[src/rtl/pipe_multfu_pkg.sv]
// Shared FU package: multiply mode encoding and per-stage control payload.
package pipe_multfu_pkg;

  localparam int unsigned WBS_W      = 8;
  localparam int unsigned MAX_STAGES = 8;

  typedef enum logic [1:0] {
    MUL_LO  = 2'b00,
    MUL_HU  = 2'b01,
    MUL_HS  = 2'b10,
    MUL_HSU = 2'b11
  } mul_mode_e;

  typedef struct packed {
    logic             valid;
    mul_mode_e        mode;
    logic [WBS_W-1:0] wbs;
  } stage_ctl_t;

  function automatic logic mode_a_signed(input mul_mode_e m);
    return (m == MUL_HS) || (m == MUL_HSU);
  endfunction

  function automatic logic mode_b_signed(input mul_mode_e m);
    return (m == MUL_HS);
  endfunction

endpackage

[src/rtl/pipe_multfu_mult_core.sv]
// Combinational full-width product with per-operand signedness chosen by mode.
module mult_core
  import pipe_multfu_pkg::*;
#(
  parameter int unsigned DATA_W = 8
) (
  input  logic [DATA_W-1:0]   a,
  input  logic [DATA_W-1:0]   b,
  input  logic [1:0]          mode,
  output logic [2*DATA_W-1:0] product
);

  mul_mode_e           m;
  logic [2*DATA_W-1:0] a_ext;
  logic [2*DATA_W-1:0] b_ext;

  // Extending both operands to 2*DATA_W makes one unsigned multiply give the
  // correct two's-complement low half for every signedness combination.
  always_comb begin
    m       = mul_mode_e'(mode);
    a_ext   = {{DATA_W{mode_a_signed(m) & a[DATA_W-1]}}, a};
    b_ext   = {{DATA_W{mode_b_signed(m) & b[DATA_W-1]}}, b};
    product = a_ext * b_ext;
  end

endmodule

[src/rtl/pipe_multfu.sv]
// Pipelined multiply FU: STAGES-deep globally stalled pipeline whose output
// register feeds both a CDB and a ROB port, each with its own accept.
module pipe_multfu
  import pipe_multfu_pkg::*;
#(
  parameter int unsigned DATA_W  = 8,
  parameter int unsigned ROBID_W = 4,
  parameter int unsigned FLAGS_W = 8,
  parameter int unsigned STAGES  = 3
) (
  input  logic                   clk,
  input  logic                   rst,
  input  logic                   input_transmit,
  input  logic [7:0]             operand,
  input  logic [1:0][DATA_W-1:0] depvals,
  input  logic [WBS_W-1:0]       wbs,
  input  logic [FLAGS_W-1:0]     flags,
  input  logic [ROBID_W-1:0]     robid,
  input  logic                   flush,
  input  logic                   cdb_transmit,
  input  logic                   rob_transmit,
  output logic                   cdb_transmit_out,
  output logic [ROBID_W-1:0]     cdb_id,
  output logic [DATA_W-1:0]      cdb_val,
  output logic                   rob_transmit_out,
  output logic [ROBID_W-1:0]     robid_out,
  output logic [FLAGS_W-1:0]     flags_out,
  output logic [WBS_W-1:0]       wbs_out,
  output logic [DATA_W-1:0]      value_out,
  output logic                   busy
);

  localparam int unsigned PROD_W = 2 * DATA_W;
  localparam int unsigned LAST   = STAGES - 1;

  stage_ctl_t         st_ctl   [STAGES];
  logic [ROBID_W-1:0] st_robid [STAGES];
  logic [FLAGS_W-1:0] st_flags [STAGES];
  logic [PROD_W-1:0]  st_prod  [STAGES];

  logic              cdb_done;
  logic              rob_done;
  logic [PROD_W-1:0] product;
  stage_ctl_t        issue_ctl;
  logic              out_valid;
  logic              cdb_fire;
  logic              rob_fire;
  logic              retire;
  logic              advance;

  mult_core #(
    .DATA_W (DATA_W)
  ) u_mult_core (
    .a       (depvals[0]),
    .b       (depvals[1]),
    .mode    (operand[1:0]),
    .product (product)
  );

  always_comb begin
    issue_ctl.valid = input_transmit;
    issue_ctl.mode  = mul_mode_e'(operand[1:0]);
    issue_ctl.wbs   = wbs;
  end

  // Retirement counts this cycle's accepts, so the pipe can shift in the
  // same cycle the last outstanding side takes the result.
  always_comb begin
    out_valid        = st_ctl[LAST].valid;
    cdb_transmit_out = out_valid & ~cdb_done;
    rob_transmit_out = out_valid & ~rob_done;
    cdb_fire         = cdb_transmit_out & cdb_transmit;
    rob_fire         = rob_transmit_out & rob_transmit;
    retire           = out_valid & (cdb_done | cdb_fire) & (rob_done | rob_fire);
    advance          = ~out_valid | retire;
    busy             = ~advance;
  end

  always_ff @(posedge clk or posedge rst) begin
    if (rst) begin
      for (int unsigned i = 0; i < STAGES; i++) begin
        st_ctl[i]   <= '0;
        st_robid[i] <= '0;
        st_flags[i] <= '0;
        st_prod[i]  <= '0;
      end
      cdb_done <= 1'b0;
      rob_done <= 1'b0;
    end else if (flush) begin
      for (int unsigned i = 0; i < STAGES; i++) begin
        st_ctl[i].valid <= 1'b0;
      end
      cdb_done <= 1'b0;
      rob_done <= 1'b0;
    end else if (advance) begin
      st_ctl[0]   <= issue_ctl;
      st_robid[0] <= robid;
      st_flags[0] <= flags;
      st_prod[0]  <= product;
      for (int unsigned i = 1; i < STAGES; i++) begin
        st_ctl[i]   <= st_ctl[i-1];
        st_robid[i] <= st_robid[i-1];
        st_flags[i] <= st_flags[i-1];
        st_prod[i]  <= st_prod[i-1];
      end
      cdb_done <= 1'b0;
      rob_done <= 1'b0;
    end else begin
      if (cdb_fire) cdb_done <= 1'b1;
      if (rob_fire) rob_done <= 1'b1;
    end
  end

  always_comb begin
    robid_out = st_robid[LAST];
    flags_out = st_flags[LAST];
    wbs_out   = st_ctl[LAST].wbs;
    if (st_ctl[LAST].mode == MUL_LO) value_out = st_prod[LAST][DATA_W-1:0];
    else                             value_out = st_prod[LAST][PROD_W-1:DATA_W];
    cdb_id  = robid_out;
    cdb_val = value_out;
  end

endmodule

[config.mk]
export PLATFORM = sky130hd
export DESIGN_NAME = pipe_multfu
export DESIGN_NICKNAME = d
export VERILOG_FILES = /design/src/rtl/pipe_multfu_pkg.sv /design/src/rtl/pipe_multfu_mult_core.sv /design/src/rtl/pipe_multfu.sv
export SDC_FILE = /design/constraint.sdc
export NUM_CORES = 1
export LEC_CHECK = 0
export ABC_AREA = 1
export BUFFER_PORTS_ARGS = -buffer_cell sky130_fd_sc_hd__buf_2
export CAP_MARGIN = 25
export CELL_PAD_IN_SITES_DETAIL_PLACEMENT = 1
export CELL_PAD_IN_SITES_GLOBAL_PLACEMENT = 1
export CORE_MARGIN = 8
export CORE_UTILIZATION = 48
export DETAILED_ROUTE_END_ITERATION = 10
export HOLD_SLACK_MARGIN = 0.1
export PLACE_DENSITY_LB_ADDON = 0.1
export SLEW_MARGIN = 25
export SYNTH_ARGS = -nofsm -noshare
export SYNTH_HDL_FRONTEND = slang
export SYNTH_SLANG_ARGS = --single-unit
[constraint.sdc]
create_clock -name clk -period 6.19 [get_ports clk]
set_input_delay 0.3095 -clock clk [delete_from_list [all_inputs] [get_ports clk]]
set_output_delay 0.3095 -clock clk [all_outputs]
set_load 0.005 [all_outputs]
==> qor.yml <==
status: "finished, final reports clean"
total_leakage_power_nw: 5.10
start_kind: "input port"
grt_first_pass_wirelength_um: 31700
grt_max_degree: 109
drc: 0
clk_pin_slew_ps: 50
combPwrFrac: 0.387
p_sw_frac: 0.365
p_switching_w: 0.00126
synth.distinct_cells: 26
hold_violations: 0
r2r_end: "st_prod[39]"
portBuffers: 86
path_depth: 21
maxSlewViolCount: 0
initial_utilization: 0.490
synth_largest_area_cell: "dfrtp_1"
r2r_cells: 7
rsz0062_at_grt: "no"
ys_async_sr_fraction: 1.00
cp-startpoint: "depvals[15]"
core-area_um2: 15900
postPlaceCellArea_um2: 8080
root_buffer: "clkbuf_16"
max_freq_ghz: 0.212
post_cts_buffers: 0
finalWirelength_um: 18200
clkPwrFrac: 0.302
grt_usage: 0.195
powerDensity_nw_per_um2: 390
gp_congestion: 0.825
synthMostInstantiatedCell: "nand2_1"
synth_warnings: 0
worstMarginPinSlew_ps: 977
dr.pass1.iters: 6
ys_ff_latch: 119
synth-main-ff-cell: "dfrtp_1"
skew_ps: 5.91
clock_latency_ps: 410
crit_slowest_cell: "fa_1"
synth_cells: 958
worstPathCellList: "buf_2, nand2_1, nor2_1, inv_1, or2_2, fa_1, fa_1, inv_1, fa_1, fa_1, inv_1, fa_1, inv_1, ha_1, inv_1, o31ai_1, nand2_1, nand2_1, nand2_1, nand3_1, o21ai_0"
crit_path_end: "st_prod[45]"
die_area_um2: 20500
synth_edf_count: 0
power_w: 0.00344
p_int_w: 0.00218
seqPwrFrac: 0.311
fp-row-count: 46
die_width_um: 143
critPathTopFamily: "adder cells"
min_period_ps: 4710
seq_area_frac_synth: 0.383
io_pins: 93
drive_gt1_frac: 0.124
cp_max_fo: 10
grt_pass1_vias: 6570
min_from: "flags[1]"
setup_viol: 0
cp_data_required_time_ps: 6450
die_h_um: 143
viasPerCell: 4.83
tns_ps: 0
antennaDiodeCount: 0
path_class: "in -> reg"
netlist_top_cells_count: "377 x nand2_1, 165 x inv_1, 119 x dfrtp_1, 63 x fa_1, 55 x o21ai_0"
ant_nets: 0
cpPeakStageDelay_ps: 500
hp-class: "in -> reg"
num_vias: 5951
post-route-period-util: 0.761
r2r_setup_slack_ps: 3750
tritoncts: "done"
nNetsFinal: 1152
relSlewSlack: 0.347
drv_cap: 0
grt_overflow_total: 0
netlist_area_um2: 7780
h-tree-depth: 4
synth_top_area_share: 0.383
ir_worst_vdd_mv: 0.189
antenna_found_initial: 0
area_delta_synth_final_pct: 13.6
critical_path_arrival_ps: 4960
clk_path_buf_depth: 2
cts_buffers: 17
drt_iter0_markers: 230
r2r-start: "out_valid"
critical_path.endpoint_type: "flip-flop"
wire_per_inst_um: 14.8
cp_num_buf_inv: 6
finalInstanceArea_um2: 8830
syn-num-nets: 1104
syn_avg_cell_area_um2: 8.12
cts.sink_count: 119
dp_hpwl_um: 12600
synthTopCellsByArea: "dfrtp_1 38%, nand2_1 18%, fa_1 16%, inv_1 8.0%, ha_1 5.3%"
[metal layers]
layer  track usage  wire length [um]  vias up
met3        0.0392               615       15
met1         0.238              8050     2954
met4        0.0625               245        0
li1              -                 -     2891
met2         0.341              9330       91
met5             0                 0        -
[cells in the final DEF (no fill, tap or decap)]
master | Yosys | layout
nand3_1 | 19 | 19
nor3_1 | 4 | 4
inv_4 | 0 | 1
clkinv_2 | 0 | 3
a31oi_1 | 1 | 1
dfrtp_1 | 119 | 119
nor2_1 | 25 | 25
fa_1 | 63 | 63
inv_1 | 165 | 164
clkbuf_16 | 0 | 17
buf_6 | 1 | 1
nor2_8 | 1 | 1
nand4_1 | 2 | 2
mux2_2 | 1 | 1
clkinv_4 | 0 | 1
clkbuf_1 | 18 | 2
xor2_1 | 3 | 3
bufinv_16 | 0 | 4
dlygate4sd3_1 | 0 | 13
inv_2 | 2 | 1
a22o_2 | 1 | 1
clkbuf_8 | 0 | 3
o31ai_1 | 1 | 1
clkinvlp_4 | 0 | 1
buf_2 | 17 | 86
nand2_1 | 377 | 377
ha_1 | 33 | 33
o21ai_0 | 55 | 55
or2_2 | 3 | 3
a21oi_1 | 7 | 7
xnor2_1 | 2 | 2
buf_4 | 33 | 2
o21bai_1 | 1 | 1
[power by group through the flow]
stage	registers (W)	logic (W)	clock network (W)
after floorplan	0.00105	0.00103	0
after global placement	0.00107	0.00127	0
after detailed placement	0.00108	0.00133	0
after CTS	0.00107	0.00136	0.00106
after global routing	0.00109	0.00157	0.00110
final	0.00107	0.00133	0.00104
[metrics by stage]
step | cells | hold WS (ps) | utilization | worst slack, ps
2_1_floorplan | 958 | 426 | - | 1540
3_3_place_gp | 1190 | 448 | 0.509 | 1140
3_5_place_dp | 1190 | 453 | 0.509 | 1010
4_1_cts | 1233 | 101 | 0.556 | 1450
5_1_grt | 1233 | 102 | 0.556 | 1160
6_report | 1233 | 106 | 0.556 | 1480
[worst min-delay path by stage]
stage                        end  slack, ps  cells after the start
floorplan             st_ctl[26]        430                      2
global placement      wbs_out[0]        450                      2
detailed placement    wbs_out[0]        450                      2
CTS                 st_flags[19]        100                      3
global route        st_flags[17]        100                      3
finish              st_flags[17]        110                      3
[worst reg2reg max path, delay by kind of cell, from the launching register on]
kind            cells  cell delay, ps
simple gates        2             340
buf+inv             2             830
flops               1             370
compound gates      3             810
[final cells by class]
class	instances	area, um^2
clock buffer	22	474
clock inverter	8	146
fill	1978	7050
inverter	167	631
multi-input combinational	599	3750
sequential	119	2980
tap	216	270
timing repair buffer	102	587
[flip-flops by register name, indices dropped and copies added (netlist names)]
register and flops:
rob_done 1, st_prod 48, cdb_done 1, cdb_id 4, st_flags 16, st_ctl 24
flags_out 8, out_valid 1, wbs_out 8, st_robid 8
[timing repair]
| action | CTS | global route |
|---|---|---|
| hold buffers | 13 | 0 |
| resized for setup | 0 | 0 |
| endpoints found under the hold margin | 69 | 0 |
[kinds of logic after synthesis]
logic type	synth area share
adders and majority gates	0.215
AOI/OAI and AO/OA	0.0439
buffers and inverters	0.135
muxes	0.00145
and+or+nand+nor	0.215
DFF	0.383
xor gates and xnor gates	0.00563
Power figures use the tool's default switching activity.
